[src/rtl/fwd_hazard_unit_pkg.sv]
// Shared select encoding, state encoding and select-priority helper for the forwarding unit.
package fwd_hazard_unit_pkg;

  localparam int unsigned SEL_W = 2;

  typedef logic [SEL_W-1:0] fwd_sel_t;

  // Forward-select encoding; 2'b10 is never produced.
  localparam fwd_sel_t FWD_ALU  = 2'b00;
  localparam fwd_sel_t FWD_MEM  = 2'b01;
  localparam fwd_sel_t FWD_NONE = 2'b11;

  typedef enum logic {
    ST_IDLE = 1'b0,
    ST_HOLD = 1'b1
  } state_e;

  // Newer writer (EX) wins over older writer (MEM); otherwise read the register file.
  function automatic fwd_sel_t pick_sel(input logic ex_hit, input logic mem_hit);
    fwd_sel_t sel;
    if (ex_hit) begin
      sel = FWD_ALU;
    end else if (mem_hit) begin
      sel = FWD_MEM;
    end else begin
      sel = FWD_NONE;
    end
    return sel;
  endfunction

endpackage

[src/rtl/fwd_hazard_unit_if.sv]
// ID/EX-boundary hazard bus: decode sources, EX/MEM writers, flush in; selects and stall controls out.
interface fwd_hazard_unit_if #(
  parameter int unsigned REG_AW = 3,
  parameter int unsigned N_SRC  = 2
) ();

  logic                    id_valid;
  logic [N_SRC*REG_AW-1:0] id_src;
  logic [N_SRC-1:0]        id_src_used;
  logic [REG_AW-1:0]       ex_wr_add;
  logic                    ex_wb;
  logic                    ex_is_load;
  logic [REG_AW-1:0]       mem_wr_add;
  logic                    mem_wb;
  logic                    flush;
  logic [2*N_SRC-1:0]      fwd_sel;
  logic                    stall;
  logic                    bubble;

  // Pipeline side: drives decode and writer information, consumes selects and stall controls.
  modport master (
    output id_valid, id_src, id_src_used,
    output ex_wr_add, ex_wb, ex_is_load,
    output mem_wr_add, mem_wb, flush,
    input  fwd_sel, stall, bubble
  );

  // Hazard unit side.
  modport slave (
    input  id_valid, id_src, id_src_used,
    input  ex_wr_add, ex_wb, ex_is_load,
    input  mem_wr_add, mem_wb, flush,
    output fwd_sel, stall, bubble
  );

endinterface

[src/rtl/fwd_cmp_slot.sv]
// One source-operand slot: address match against the EX and MEM writers plus select priority.
module fwd_cmp_slot
  import fwd_hazard_unit_pkg::*;
#(
  parameter int unsigned REG_AW      = 3,
  parameter int unsigned ZERO_REG_EN = 0
) (
  input  logic              id_valid,
  input  logic [REG_AW-1:0] src,
  input  logic              src_used,
  input  logic [REG_AW-1:0] ex_wr_add,
  input  logic              ex_wb,
  input  logic [REG_AW-1:0] mem_wr_add,
  input  logic              mem_wb,
  output logic              ex_hit_c,
  output fwd_sel_t          sel_c
);

  logic src_live_c;
  logic mem_hit_c;

  // A slot can only match when the operand is really read and is not the hard-wired zero register.
  always_comb begin
    src_live_c = id_valid && src_used && !((ZERO_REG_EN != 0) && (src == '0));
    ex_hit_c   = src_live_c && ex_wb  && (src == ex_wr_add);
    mem_hit_c  = src_live_c && mem_wb && (src == mem_wr_add);
    sel_c      = pick_sel(ex_hit_c, mem_hit_c);
  end

endmodule

[src/rtl/fwd_hazard_unit.sv]
// Forwarding-select register and load-use stall controller at the ID/EX boundary.
module fwd_hazard_unit
  import fwd_hazard_unit_pkg::*;
#(
  parameter int unsigned REG_AW      = 3,
  parameter int unsigned N_SRC       = 2,
  parameter int unsigned LOAD_LAT    = 1,
  parameter int unsigned ZERO_REG_EN = 0
) (
  input  logic              clk,
  input  logic              rst,
  fwd_hazard_unit_if.slave  bus
);

  localparam int unsigned CNT_W    = $clog2(LOAD_LAT + 1);
  localparam int unsigned FSEL_W   = SEL_W * N_SRC;
  localparam logic [FSEL_W-1:0] SEL_ALL_NONE = {N_SRC{FWD_NONE}};

  state_e              state_q;
  state_e              state_d;
  logic [CNT_W-1:0]    cnt_q;
  logic [CNT_W-1:0]    cnt_d;
  logic [FSEL_W-1:0]   fwd_sel_q;
  logic [FSEL_W-1:0]   fwd_sel_d;
  logic [N_SRC-1:0]    ex_hit_c;
  logic [FSEL_W-1:0]   sel_c;
  logic                hazard_c;
  logic                stall_c;
  logic                bubble_c;

  // Per-slot comparators.
  for (genvar k = 0; k < N_SRC; k++) begin : g_slot
    fwd_cmp_slot #(
      .REG_AW      (REG_AW),
      .ZERO_REG_EN (ZERO_REG_EN)
    ) u_slot (
      .id_valid   (bus.id_valid),
      .src        (bus.id_src[k*REG_AW +: REG_AW]),
      .src_used   (bus.id_src_used[k]),
      .ex_wr_add  (bus.ex_wr_add),
      .ex_wb      (bus.ex_wb),
      .mem_wr_add (bus.mem_wr_add),
      .mem_wb     (bus.mem_wb),
      .ex_hit_c   (ex_hit_c[k]),
      .sel_c      (sel_c[SEL_W*k +: SEL_W])
    );
  end

  // Load-use hazard: an operand needs the result of a load that is still in EX.
  always_comb begin
    hazard_c = bus.ex_is_load && (|ex_hit_c);
  end

  // State, counter and select registers.
  always_ff @(posedge clk) begin
    if (rst) begin
      state_q   <= ST_IDLE;
      cnt_q     <= '0;
      fwd_sel_q <= SEL_ALL_NONE;
    end else begin
      state_q   <= state_d;
      cnt_q     <= cnt_d;
      fwd_sel_q <= fwd_sel_d;
    end
  end

  // Next state: a 1-cycle load latency needs no HOLD, the first stall cycle is spent in IDLE.
  always_comb begin
    state_d = state_q;
    cnt_d   = cnt_q;
    if (bus.flush) begin
      state_d = ST_IDLE;
      cnt_d   = '0;
    end else begin
      case (state_q)
        ST_IDLE: begin
          if (hazard_c && (LOAD_LAT > 1)) begin
            state_d = ST_HOLD;
            cnt_d   = CNT_W'(LOAD_LAT - 1);
          end
        end
        ST_HOLD: begin
          cnt_d = cnt_q - CNT_W'(1);
          if (cnt_q <= CNT_W'(1)) begin
            state_d = ST_IDLE;
          end
        end
        default: begin
          state_d = ST_IDLE;
          cnt_d   = '0;
        end
      endcase
    end
  end

  // Outputs: stall/bubble react in the hazard cycle itself; selects are captured for EX.
  always_comb begin
    stall_c   = 1'b0;
    bubble_c  = 1'b0;
    fwd_sel_d = SEL_ALL_NONE;
    if (!bus.flush) begin
      case (state_q)
        ST_IDLE: begin
          if (hazard_c) begin
            stall_c  = 1'b1;
            bubble_c = 1'b1;
          end else begin
            fwd_sel_d = sel_c;
          end
        end
        ST_HOLD: begin
          stall_c  = 1'b1;
          bubble_c = 1'b1;
        end
        default: begin
          stall_c  = 1'b0;
          bubble_c = 1'b0;
        end
      endcase
    end
  end

  assign bus.fwd_sel = fwd_sel_q;
  assign bus.stall   = stall_c;
  assign bus.bubble  = bubble_c;

endmodule

[src/flat_wrapper.sv]
// flat-port wrapper written by rule: the top's interface ports become plain ports
module fwd_hazard_unit_flat import fwd_hazard_unit_pkg::*;
#(
  parameter int unsigned REG_AW      = 3,
  parameter int unsigned N_SRC       = 2,
  parameter int unsigned LOAD_LAT    = 1,
  parameter int unsigned ZERO_REG_EN = 0
)
  (clk, rst, bus_id_valid, bus_id_src, bus_id_src_used, bus_ex_wr_add, bus_ex_wb, bus_ex_is_load, bus_mem_wr_add, bus_mem_wb, bus_flush, bus_fwd_sel, bus_stall, bus_bubble);
  fwd_hazard_unit_if #(.REG_AW(REG_AW), .N_SRC(N_SRC)) bus_i ();
  input  logic clk;
  input  logic rst;
  input wire logic [$bits(bus_i.id_valid)-1:0] bus_id_valid;
  input wire logic [$bits(bus_i.id_src)-1:0] bus_id_src;
  input wire logic [$bits(bus_i.id_src_used)-1:0] bus_id_src_used;
  input wire logic [$bits(bus_i.ex_wr_add)-1:0] bus_ex_wr_add;
  input wire logic [$bits(bus_i.ex_wb)-1:0] bus_ex_wb;
  input wire logic [$bits(bus_i.ex_is_load)-1:0] bus_ex_is_load;
  input wire logic [$bits(bus_i.mem_wr_add)-1:0] bus_mem_wr_add;
  input wire logic [$bits(bus_i.mem_wb)-1:0] bus_mem_wb;
  input wire logic [$bits(bus_i.flush)-1:0] bus_flush;
  output wire logic [$bits(bus_i.fwd_sel)-1:0] bus_fwd_sel;
  output wire logic [$bits(bus_i.stall)-1:0] bus_stall;
  output wire logic [$bits(bus_i.bubble)-1:0] bus_bubble;
  assign bus_i.id_valid = bus_id_valid;
  assign bus_i.id_src = bus_id_src;
  assign bus_i.id_src_used = bus_id_src_used;
  assign bus_i.ex_wr_add = bus_ex_wr_add;
  assign bus_i.ex_wb = bus_ex_wb;
  assign bus_i.ex_is_load = bus_ex_is_load;
  assign bus_i.mem_wr_add = bus_mem_wr_add;
  assign bus_i.mem_wb = bus_mem_wb;
  assign bus_i.flush = bus_flush;
  assign bus_fwd_sel = bus_i.fwd_sel;
  assign bus_stall = bus_i.stall;
  assign bus_bubble = bus_i.bubble;
  fwd_hazard_unit #(.REG_AW(REG_AW), .N_SRC(N_SRC), .LOAD_LAT(LOAD_LAT), .ZERO_REG_EN(ZERO_REG_EN)) u_core (.clk(clk), .rst(rst), .bus(bus_i));
endmodule
[config.mk]
export PLATFORM = sky130hd
export DESIGN_NAME = fwd_hazard_unit_flat
export DESIGN_NICKNAME = d
export VERILOG_FILES = /design/src/rtl/fwd_hazard_unit_pkg.sv /design/src/rtl/fwd_hazard_unit_if.sv /design/src/rtl/fwd_cmp_slot.sv /design/src/rtl/fwd_hazard_unit.sv /design/src/flat_wrapper.sv
export SDC_FILE = /design/constraint.sdc
export NUM_CORES = 1
export LEC_CHECK = 0
export BUFFER_PORTS_ARGS = -buffer_cell sky130_fd_sc_hd__buf_2
export CAP_MARGIN = 20
export CORE_AREA = 2 2 39 41
export CTS_CLUSTER_SIZE = 40
export DETAILED_ROUTE_END_ITERATION = 10
export DIE_AREA = 0 0 41 43
export HOLD_SLACK_MARGIN = 0.06
export PLACE_DENSITY = 0.63
export SKIP_LAST_GASP = 1
export SYNTH_ARGS = -nofsm -noshare
export SYNTH_HDL_FRONTEND = slang
export SYNTH_SLANG_ARGS = --single-unit
[constraint.sdc]
create_clock -name clk -period 1.6 [get_ports clk]
set_clock_uncertainty 0.2 [all_clocks]
set_input_delay 0.32 -clock clk [delete_from_list [all_inputs] [get_ports clk]]
set_output_delay 0.32 -clock clk [all_outputs]
set_load 0.01 [all_outputs]
==> results of run 1 <==
## worst min-delay path, cell delays in order
cell and delay, ps:
buf_2 90, nor3_1 50, nand2_1 50
## repair_timing
item                       4_1_cts  5_1_grt
setup buffers                    0        0
pin swaps                        2        0
hold buffers                     0        0
resized for setup                1        0
gates cloned                     0        0
setup endpoints to repair        2        2
## cell usage in the layout (no fill, tap or decap), drive strengths merged
master,instances
nor3,1
nand2,2
o21ai,1
nor4,4
nor2,2
nand3,4
dfxtp,4
xor2,12
o211ai,2
buf,36
clkbuf,3
## layer usage
metal | routed length (microns) | part of all wire | vias to the layer above | global-route usage
li1 | - | - | 194 | -
met1 | 296 | 0.38 | 156 | 0.127
met2 | 408 | 0.52 | 18 | 0.181
met3 | 82 | 0.10 | 0 | 0.0314
met4 | 0 | 0 | 0 | 0.0800
met5 | 0 | 0 | - | 0
## worst max-delay path by stage
stage	to	slack, ps	start	cells past startpoint
final	bus_bubble	-160	bus_id_src[4]	6
after global routing	bus_bubble	-280	bus_id_src[1]	6
after CTS	bus_bubble	-180	bus_id_src[4]	6
after detailed placement	bus_bubble	-220	bus_ex_wr_add[2]	6
after global placement	bus_stall	-200	bus_ex_wr_add[2]	6
after floorplan	bus_stall	-180	bus_ex_wr_add[2]	5
## metrics by stage
step | std cells | hold WS [ps]
finish | 87 | 103
global route | 87 | 101
CTS | 87 | 97.9
detailed placement | 84 | 346
global placement | 84 | 345
floorplan | 33 | 229
## layout make-up
cell class / instances / area [sq um]
fillers: 155 / 845
repair buffers: 36 / 211
well taps: 16 / 20.0
clock buffers: 3 / 22.5
flip-flops and latches: 4 / 80.1
multi-input cells: 28 / 205
## power breakdown
| part | total (mW) | internal (mW) | leakage (nW) | switching [mW] |
|---|---|---|---|---|
| logic | 0.0858 | 0.0473 | 0.213 | 0.0384 |
| registers | 0.101 | 0.101 | 0.0324 | 0.000119 |
| clock network | 0.124 | 0.0839 | 0.0138 | 0.0404 |
## kinds of logic (layout without fill, tap and decap cells)
logic type,count (synthesis),in the layout
AND/OR/NAND/NOR,13,13
XOR/XNOR,12,12
flip-flops,4,4
AO/OA/AOI/OAI,3,3
buffers and inverters,1,39
==> impl_metrics.env, run 1 <==
export IMPL_status="finished, violations left"
export IMPL_failing_checks="negative setup slack"
export IMPL_endpoint_kind="output port"
export IMPL_worst_hold_path_type="in -> reg"
export IMPL_worstPathArrival_ps=1240
export IMPL_drt_wl_total_microns=787
export IMPL_post_synth_top_count_cell="xor2_1"
export IMPL_yosys_cell_types_count=11
export IMPL_drt_wirelength_per_cell_microns=9.05
export IMPL_cp_slowest_cell="nor4_2"
export IMPL_max_cap_violations=0
export IMPL_numPortBuffers=26
export IMPL_post_route_cells_drive_above_1_share=0.592
export IMPL_cts_max_level=1
export IMPL_max_stage_delay_ps=290
export IMPL_worstPathRequired_ps=1080
export IMPL_setup_viol_count_final=2
export IMPL_critical_path_cell_chain="buf_2 > xor2_1 > nor4_2 > o21ai_1 > nor2_2 > buf_2"
export IMPL_worstPathMaxFanout=2
export IMPL_synth_nets=54
export IMPL_hold_path_depth=3
export IMPL_finalCoreUtilization=0.390
export IMPL_numCtsBuffers=3
export IMPL_gp_routability_congestion=0.748
export IMPL_first_pass_grt_wire_length_microns=1370
export IMPL_remaining_global_route_overflow=0
export IMPL_grt_start_max_net_pins=4
export IMPL_final_max_slew_viol_count=0
export IMPL_leakage_nw=0.259
export IMPL_row_count=14
export IMPL_synth_compound_area_frac=0.0690
export IMPL_hold_violations=0
export IMPL_drc_errors=0
export IMPL_start_kind="input port"
export IMPL_floorplan_die_width_microns=41
export IMPL_area_delta_synth_final_pct=85.8
export IMPL_chipHeight_microns=43
export IMPL_largest_cells_by_area_after_synthesis="xor2_1 36%, dfxtp_1 28%, nor4_2 8.6%"
export IMPL_ys_warnings_count=0
export IMPL_grt_util_all_layers=0.116
export IMPL_synth_top_family_by_area="XOR/XNOR gates"
export IMPL_tritoncts_num_sinks=4
export IMPL_post_synth_most_frequent_cells="12 x xor2_1, 4 x dfxtp_1, 4 x nand3_1"
export IMPL_postSynthAreaPerCell_sq_um=8.80
export IMPL_hold_start="bus_ex_is_load"
export IMPL_ys_async_sr_fraction=0
export IMPL_post_synth_simple_gate_area=0.267
export IMPL_design_power_total_mw=0.311
export IMPL_total_die_area_sq_um=1760
export IMPL_power_density_nw_per_um2=577
export IMPL_flip_flop_count_of_the_largest_register_after_layout=4
export IMPL_dpl_cell_area_sq_um=510
export IMPL_timing_max_slew_rel_slack=0.831
export IMPL_maximum_clock_frequency_mhz=568
export IMPL_syn_inst=33
export IMPL_placement_setup_worst_slack_ps=-220
export IMPL_detailed_place_hpwl_microns=736
export IMPL_core_area_sq_um=1380
export IMPL_via_per_inst=4.23
export IMPL_criticalPathCategory="in -> out"
export IMPL_antenna_violations_before_repair=0
export IMPL_floorplan_initialDensity=0.210
export IMPL_fin_tns_setup_ps=-316
export IMPL_max_vdd_ir_drop_mv=0.163
export IMPL_worst_path_dominant_cell_family="simple AND/OR/NAND/NOR gates"
export IMPL_num_antenna_cells=0
export IMPL_flops_latches_synth=4
export IMPL_seq_area_frac_synth=0.276
export IMPL_critPathMostFrequentCell="buf_2"
export IMPL_design_final_nets=94
export IMPL_synthesized_area_sq_um=290
export IMPL_synthXorXnorAreaFrac=0.362
export IMPL_tightestPinTransition_ps=252
export IMPL_netlist_area_leader_share=0.362
export IMPL_clock_root_buffer="clkbuf_4"
export IMPL_route_antenna_remaining_nets=0
export IMPL_tritoncts="yes"
export IMPL_drt_first_pass_iters=2
export IMPL_worstPathBufferInverterCount=2
export IMPL_clockBufferDepth=2
export IMPL_whs_endpoint="u_core.bus.fwd_sel[0]"
export IMPL_final_cell_area_sq_um=539
export IMPL_final_min_period_over_clock_period=1.10
export IMPL_synth_edff_count=0
export IMPL_post_synth_fa_ha_maj_area_fraction=0
export IMPL_final_min_clock_period_ps=1760
export IMPL_detail_route_iter0_violations=1
export IMPL_rsz0062_at_grt="true"
export IMPL_synth_area_mux_share=0
export IMPL_post_route_worst_setup_slack_ps=-159
export IMPL_routed_via_count=368
export IMPL_grt_pass1_vias=367
export IMPL_floorplan_io_pins=27
export IMPL_ys_dominant_reg_cell="dfxtp_1"
export IMPL_path_clk_slew_ps=40
export IMPL_synth_top_area_cell="xor2_1"
(Power assumes the default switching activity.)
==> run 2: changes to the inputs <==
- CTS_BUF_LIST: default -> sky130_fd_sc_hd__clkbuf_8
==> run 2 against run 1 <==
Effect of this change: the flow still finishes with violations (negative setup slack); final cell count unchanged; highest routed layer is now met4; sequential share of layout area down 0.50 points; worst setup slack better by 1.1 ps; largest cell class unchanged; critical endpoint unchanged; via count up 0.82%; final area up 3.5%.
==> impl_metrics.env, run 2 (same netlist as run 1, synthesis figures left out) <==
export IMPL_final_max_slew_viol_count=0
export IMPL_fill_cells=150
export IMPL_drt_wirelength_per_cell_microns=9.15
export IMPL_remaining_global_route_overflow=0
export IMPL_design_final_nets=94
export IMPL_floorplan_initialDensity=0.210
export IMPL_cts_post_setup_buffers_inserted=0
export IMPL_numPortBuffers=26
export IMPL_tritoncts="yes"
export IMPL_worstPathRequired_ps=1080
export IMPL_power_density_nw_per_um2=712
export IMPL_area_delta_synth_final_pct=92.2
export IMPL_via_per_inst=4.26
export IMPL_grt_util_all_layers=0.119
export IMPL_leading_cell_type_in_the_layout_fill_and_taps_excluded="buf_2"
export IMPL_dpl_cell_area_sq_um=510
export IMPL_grt_pass1_vias=376
export IMPL_endpoint_kind="output port"
export IMPL_core_area_sq_um=1380
export IMPL_setup_viol_count_final=2
export IMPL_flip_flop_count_of_the_largest_register_after_layout=4
export IMPL_rsz0062_at_grt="true"
export IMPL_row_count=14
export IMPL_routed_via_count=371
export IMPL_timing_max_slew_rel_slack=0.831
export IMPL_fin_tns_setup_ps=-314
export IMPL_drt_wl_total_microns=796
export IMPL_worstPathMaxFanout=2
export IMPL_hold_violations=0
export IMPL_post_route_cells_drive_above_1_share=0.592
export IMPL_worstPathArrival_ps=1240
export IMPL_numCtsBuffers=3
export IMPL_clock_root_buffer="clkbuf_8"
export IMPL_status="finished, violations left"
export IMPL_tightestPinTransition_ps=252
export IMPL_criticalPathCategory="in -> out"
export IMPL_clockBufferDepth=2
export IMPL_detail_route_iter0_violations=3
export IMPL_start_kind="input port"
export IMPL_drt_first_pass_iters=2
export IMPL_detailed_place_hpwl_microns=736
export IMPL_maximum_clock_frequency_mhz=569
export IMPL_drc_errors=0
export IMPL_tritoncts_num_sinks=4
export IMPL_floorplan_die_width_microns=41
export IMPL_worst_hold_path_type="in -> reg"
export IMPL_final_min_period_over_clock_period=1.10
export IMPL_failing_checks="negative setup slack"
export IMPL_final_cell_area_sq_um=558
export IMPL_total_die_area_sq_um=1760
export IMPL_final_min_clock_period_ps=1760
export IMPL_chipHeight_microns=43
export IMPL_gp_routability_congestion=0.748
export IMPL_post_route_worst_setup_slack_ps=-158
export IMPL_max_cap_violations=0
export IMPL_cts_max_level=1
export IMPL_antenna_violations_before_repair=0
export IMPL_grt_start_max_net_pins=4
export IMPL_num_antenna_cells=0
export IMPL_leakage_nw=0.267
export IMPL_route_antenna_remaining_nets=0
export IMPL_floorplan_io_pins=27
export IMPL_first_pass_grt_wire_length_microns=1390
export IMPL_path_clk_slew_ps=30
export IMPL_mostFrequentLayoutCells="25 x buf_2, 12 x xor2_1, 10 x buf_4"
export IMPL_max_vdd_ir_drop_mv=0.211
[run 2: cell types whose count changed in the layout (fill, tap and decap cells not counted)]
cell      previous run  this run
clkbuf_4             3         0
clkbuf_8             0         3
[run 2: worst paths after layout]
kind      startpoint               endpoint  depth (start not counted)
max    bus_id_src[4]             bus_bubble                          6
min   bus_ex_is_load  u_core.bus.fwd_sel[0]                          3
[run 2: layer usage]
| layer | GRT usage | wire (microns) | up-vias |
|---|---|---|---|
| met4 | 0.100 | 15 | 0 |
| met5 | 0 | 0 | - |
| met1 | 0.127 | 297 | 156 |
| met2 | 0.181 | 399 | 20 |
| li1 | - | - | 193 |
| met3 | 0.0314 | 84 | 2 |
[run 2: cell type report]
cell class / count / area (sq um) / share of cell area
clock buffer: 3 / 41.3 / 0.0740
sequential: 4 / 80.1 / 0.143
timing repair buffer: 36 / 211 / 0.379
tap: 16 / 20.0 / 0.0359
multi-input combinational: 28 / 205 / 0.368
[run 2: stage by stage]
step	power [mW]	hold slack (ps)	worst slack [ps]	cells	util
finish	0.398	123	-158	87	0.403
CTS	0.406	123	-185	87	0.403
detailed placement	0.188	346	-220	84	0.369
global route	0.424	129	-284	87	0.403
floorplan	0.132	229	-178	33	-
global placement	0.186	345	-197	84	0.369
[run 2: timing repair]
action / 4_1_cts / 5_1_grt
pin swaps: 2 / 0
endpoints found under the setup margin: 2 / 2
resized for setup: 1 / 0
hold buffers: 0 / 0
[run 2: power breakdown]
part	switching, mW	internal, mW	total (mW)
logic	0.0385	0.0473	0.0858
clock network	0.0504	0.160	0.211
registers	0.000119	0.101	0.101
total	0.0890	0.309	0.398
[run 2: critical path, cell delays in order]
cell and delay (ps):
buf_2 110, xor2_1 150, nor4_2 290, o21ai_1 120
nor2_2 100, buf_2 140
